File: config.mk
export PLATFORM = sky130hd
export DESIGN_NAME = diffaddmul_sched
export DESIGN_NICKNAME = d
export VERILOG_FILES = /design/src/rtl/diffaddmul_sched.sv
export SDC_FILE = /design/constraint.sdc
export NUM_CORES = 1
export LEC_CHECK = 0
export CAP_MARGIN = 5
export CELL_PAD_IN_SITES_DETAIL_PLACEMENT = 0
export CELL_PAD_IN_SITES_GLOBAL_PLACEMENT = 1
export CORE_ASPECT_RATIO = 0.75
export CORE_MARGIN = 4
export CORE_UTILIZATION = 30
export CTS_CLUSTER_SIZE = 14
export DETAILED_ROUTE_END_ITERATION = 12
export PLACE_DENSITY = 0.68
export SETUP_SLACK_MARGIN = 0.1
export SYNTH_ARGS = -nofsm -noshare
export SYNTH_HDL_FRONTEND = slang
export SYNTH_SLANG_ARGS = --single-unit
File: constraint.sdc
create_clock -name clk -period 9.4 [get_ports clk]
set_input_delay 0.94 -clock clk [delete_from_list [all_inputs] [get_ports clk]]
set_output_delay 0.94 -clock clk [all_outputs]
set_load 0.005 [all_outputs]
File: src/rtl/diffaddmul_sched.sv
// diffaddmul_sched
// Sequencing controller for a difference / add / multiply datapath.
// Two requesters hand in (i, j, k, op) through valid/ready handshakes, with
// round-robin arbitration. The controller forms d = |i - j|, then either
// adds k in one step (op = 1) or multiplies by k (op = 0). The multiply uses
// 4x4 partial products and skips steps whose partial product is zero.
// One transaction is in flight at a time. The 8-bit result and the
// requester ID leave through a valid/ready output port.
//
// Ports
//   clk, rst                 clock, synchronous active-high reset
//   reqN_valid / reqN_ready  requester N handshake (N = 0, 1)
//   reqN_i, reqN_j, reqN_k   requester N operands, 8 bits each
//   reqN_op                  1 = add, 0 = multiply
//   out_valid / out_ready    result handshake
//   out_data, out_src        result (mod 256) and requester ID
//   busy                     controller is not idle
module diffaddmul_sched (
  input  logic       clk,
  input  logic       rst,
  input  logic       req0_valid,
  output logic       req0_ready,
  input  logic [7:0] req0_i,
  input  logic [7:0] req0_j,
  input  logic [7:0] req0_k,
  input  logic       req0_op,
  input  logic       req1_valid,
  output logic       req1_ready,
  input  logic [7:0] req1_i,
  input  logic [7:0] req1_j,
  input  logic [7:0] req1_k,
  input  logic       req1_op,
  output logic       out_valid,
  input  logic       out_ready,
  output logic [7:0] out_data,
  output logic       out_src,
  output logic       busy
);

  typedef enum logic [2:0] {IDLE, DIFF, ADD, MUL0, MUL1, MUL2, OUT} state_t;

  state_t     state, state_nxt;
  logic       ptr, src, op;
  logic [7:0] opi, opj, opk, d, acc;
  logic       grant0, grant1;
  logic       need_mul1, need_mul2;

  // Full 8-bit product of two nibbles.
  function automatic logic [7:0] mul4(input logic [3:0] x, input logic [3:0] y);
    logic [7:0] p;
    p = {4'h0, x} * {4'h0, y};
    return p;
  endfunction

  // A cross term has weight 16, so only the low nibble of its product
  // survives modulo 256.
  function automatic logic [7:0] cross_term(input logic [3:0] x, input logic [3:0] y);
    logic [7:0] p;
    p = mul4(x, y);
    return {p[3:0], 4'h0};
  endfunction

  // Arbitration is combinational from valid. It is gated by reset so that
  // neither requester sees ready during a reset cycle.
  assign grant0 = req0_valid & (~req1_valid | (ptr == 1'b0));
  assign grant1 = req1_valid & (~req0_valid | (ptr == 1'b1));
  assign req0_ready = (state == IDLE) & ~rst & grant0;
  assign req1_ready = (state == IDLE) & ~rst & grant1;

  // Operand nibbles: a = d[3:0], b = d[7:4], c = k[3:0], e = k[7:4].
  assign need_mul1 = (d[7:4] != 4'h0) && (opk[3:0] != 4'h0);
  assign need_mul2 = (d[3:0] != 4'h0) && (opk[7:4] != 4'h0);

  assign busy      = (state != IDLE);
  assign out_valid = (state == OUT);
  assign out_data  = (state == OUT) ? acc : 8'h00;
  assign out_src   = (state == OUT) ? src : 1'b0;

  always_comb begin
    state_nxt = state;
    case (state)
      IDLE: if (req0_ready || req1_ready) state_nxt = DIFF;
      DIFF: state_nxt = op ? ADD : MUL0;
      ADD:  state_nxt = OUT;
      MUL0: begin
        if (need_mul1)      state_nxt = MUL1;
        else if (need_mul2) state_nxt = MUL2;
        else                state_nxt = OUT;
      end
      MUL1: state_nxt = need_mul2 ? MUL2 : OUT;
      MUL2: state_nxt = OUT;
      OUT:  if (out_ready) state_nxt = IDLE;
      default: state_nxt = IDLE;
    endcase
  end

  always_ff @(posedge clk) begin
    if (rst) begin
      state <= IDLE;
      ptr   <= 1'b0;
      src   <= 1'b0;
      op    <= 1'b0;
      opi   <= 8'h00;
      opj   <= 8'h00;
      opk   <= 8'h00;
      d     <= 8'h00;
      acc   <= 8'h00;
    end else begin
      state <= state_nxt;
      case (state)
        IDLE: begin
          if (req0_ready) begin
            opi <= req0_i;
            opj <= req0_j;
            opk <= req0_k;
            op  <= req0_op;
            src <= 1'b0;
            ptr <= 1'b1;
          end else if (req1_ready) begin
            opi <= req1_i;
            opj <= req1_j;
            opk <= req1_k;
            op  <= req1_op;
            src <= 1'b1;
            ptr <= 1'b0;
          end
        end
        DIFF: d   <= (opj > opi) ? (opj - opi) : (opi - opj);
        ADD:  acc <= d + opk;
        MUL0: acc <= mul4(d[3:0], opk[3:0]);
        MUL1: acc <= acc + cross_term(d[7:4], opk[3:0]);
        MUL2: acc <= acc + cross_term(d[3:0], opk[7:4]);
        default: ;
      endcase
    end
  end

endmodule
==> impl_metrics.ini <==
[clock_network]
ctsHtreeMaxLevel = 2
cts.clk_slew.worst_paths_ps = 70
cts_root_buf = clkbuf_16
cts_sinks = 46
cts_tree = built
cts_hold_repair.buffers = 0
tritoncts.num_buffers = 5
cts_buffer_depth = 2
postCtsSetupRepairBufs = 0
post_cts_sizing = 0
clock_latency_ps = 290

[hold_path]
worstHoldStart = src
timing.hold.worst_path_depth = 2
min-delay-path-class = reg2reg
hold_path_sink = src

[routing]
wl_per_cell_um = 14.2
antenna_left = 0
route.detailed.vias_per_inst = 4.98
drc = 0
wirelength_mm = 9.91
routed-via-count = 3489
detail_route.iter0.violations = 163
firstDrtPassIters = 4

[floorplanning]
die_w_um = 142
std_cell_rows = 36
die_area_um2 = 15500
io_pins = 68
die_height_um = 109
floorplan.initialDensity = 0.309
core_footprint_um2 = 13100

[grt]
grt.total_usage = 0.132
remaining_global_route_overflow = 0
grt_pass1_vias = 3409
grt_antenna_before_repair = 0
grt_first_pass_wirelength_mm = 16.7
grt_start_max_net_pins = 48

[logic_synthesis]
syn_nets = 585
synthCells = 477
ys_seq_area_frac = 0.227
ys_ff_latch = 46
synth_warnings = 0
syn-cell-area_um2 = 4050
postSynth.asyncResetShare = 0
synth-main-ff-cell = dfxtp_1
postSynthAreaPerCell_um2 = 8.50
synth_edf_count = 0
post_synth_num_cell_types = 62

[sta]
worst_slew_pin_slew_ps = 808
aggregate_negative_setup_slack_ps = 0
final_max_slew_viol_count = 0
fin_worst_skew_ps = 7.16
number_of_hold_violations_in_the_final_report = 0
rsz0062_at_grt = false
count_of_final_setup_violators = 0
postLayoutSetupSlackWorst_ps = 5620
finalCritPeriodShare = 0.402
finalWorstPathRequiredPeriod_ps = 3780
maxClockFrequency_ghz = 0.265
relSlewSlack = 0.460

[placement]
placement.setup.worst_slack_ps = 5610
post-dp-hpwl_mm = 7.90
io_buffers = 67
place_congestion = 0.854

[power]
leakagePower_nw = 2.03
max_rail_drop_vdd_mv = 0.140
power.density_nw_per_um2 = 256
design_power_total_mw = 1.28

[worst_setup_path]
required_ps = 8460
worstPathArrival_ps = 2840
reg2reg_setup_slack_ps = 6000
start_kind = input pin
r2r.worst_path.cells = 12
critical_path_class = in2out
worstReg2RegEnd = acc[7]
worst_setup_path_end_kind = primary output
reg_to_reg_start = opk[3]
worstPathMaxFanout = 26

[final_layout]
layout.core_utilization = 0.382
most_common_library_cell_in_the_layout_ignoring_fill_and_taps = clkdlybuf4s50_1
post_route_cells_drive_above_1_share = 0.0529
area_growth_pct = 23.4
antennaDiodeCount = 0
finish.net_count = 636
most-common-layout-cells = clkdlybuf4s50_1, nor2_1, dfxtp_1

[outcome]
run_status = finished clean

[run]
timing.max_cap.violations = 0
-- how the worst max path moves through the flow --
stage,from,slack (ps),end,cells past startpoint
floorplan,d[0],6240,acc[7],13
global placement,rst,5620,req0_ready,5
detailed placement,rst,5610,req0_ready,5
CTS,rst,5600,req0_ready,5
global route,req0_valid,5480,req0_ready,5
finish,req0_valid,5620,req0_ready,5
-- kinds of logic (layout without fill, tap and decap cells) --
group	Yosys count	after routing	synth area share
xor gates and xnor gates	25	25	0.0608
adders and majority gates	53	53	0.178
DFF	46	46	0.227
and+or+nand+nor	154	154	0.190
muxes	35	35	0.0877
AOI/OAI and AO/OA	104	104	0.191
buffers and inverters	60	112	0.0645
-- layout make-up --
cell class / count / area, um^2
fill: 1325 / 8110
tap: 171 / 214
multi-input combinational: 371 / 2880
clock buffer: 6 / 129
inverter: 34 / 128
clock inverter: 2 / 37.5
sequential: 46 / 921
timing repair buffer: 70 / 693
-- power by group --
| part | leakage, nW | total (mW) | internal, mW | switching, mW |
|---|---|---|---|---|
| clock | 0.0771 | 0.206 | 0.126 | 0.0801 |
| combinational | 1.57 | 0.714 | 0.329 | 0.386 |
| sequential | 0.378 | 0.358 | 0.259 | 0.0994 |
| total | 2.03 | 1.28 | 0.714 | 0.565 |
-- per-stage QoR --
stage,cell area [um^2],hold WS (ps),instances
after detailed placement,4830,477,692
final,5000,476,700
after global placement,4830,466,692
after global routing,5000,501,700
after floorplan,4050,432,477
after CTS,5000,487,700
-- state kept, by name, summed over array words and instances (netlist names) --
name and flops:
ptr 1, opi 8, src 1, d 8, opj 8, state 3
opk 8, op 1, acc 8
-- metal layers --
metal	up-vias	global-route usage	share of wire
met5	-	0	0
met4	0	0.0247	0.0097
met2	81	0.209	0.42
met1	1617	0.192	0.53
met3	9	0.0210	0.039
li1	1782	-	-
-- worst max-delay path, cell delays in order --
cell             delay (ps)
clkdlybuf4s50_1         540
nand2_1                 140
a211oi_4                220
buf_4                   400
clkdlybuf4s50_1         590
-- Yosys cell counts (all sizes together) (4+ instances only) --
master / instances / area share
a211oi: 31 / 0.061
a21o: 4 / 0.0074
a21oi: 18 / 0.026
a311oi: 5 / 0.011
a31oi: 7 / 0.011
and2: 25 / 0.039
buf: 10 / 0.018
clkbuf: 16 / 0.015
dfxtp: 46 / 0.23
fa: 8 / 0.040
ha: 45 / 0.14
inv: 34 / 0.031
mux2: 4 / 0.011
mux2i: 31 / 0.077
nand2: 34 / 0.031
nand2b: 6 / 0.0093
nand3: 5 / 0.0062
nand3b: 4 / 0.0074
nand4: 4 / 0.0077
nor2: 50 / 0.046
nor2b: 6 / 0.0093
nor3: 8 / 0.013
nor4: 4 / 0.0062
o21ai: 15 / 0.019
o21bai: 4 / 0.0083
xnor2: 19 / 0.041
xor2: 4 / 0.0086
Note: power is estimated with default switching activity, not from simulation.
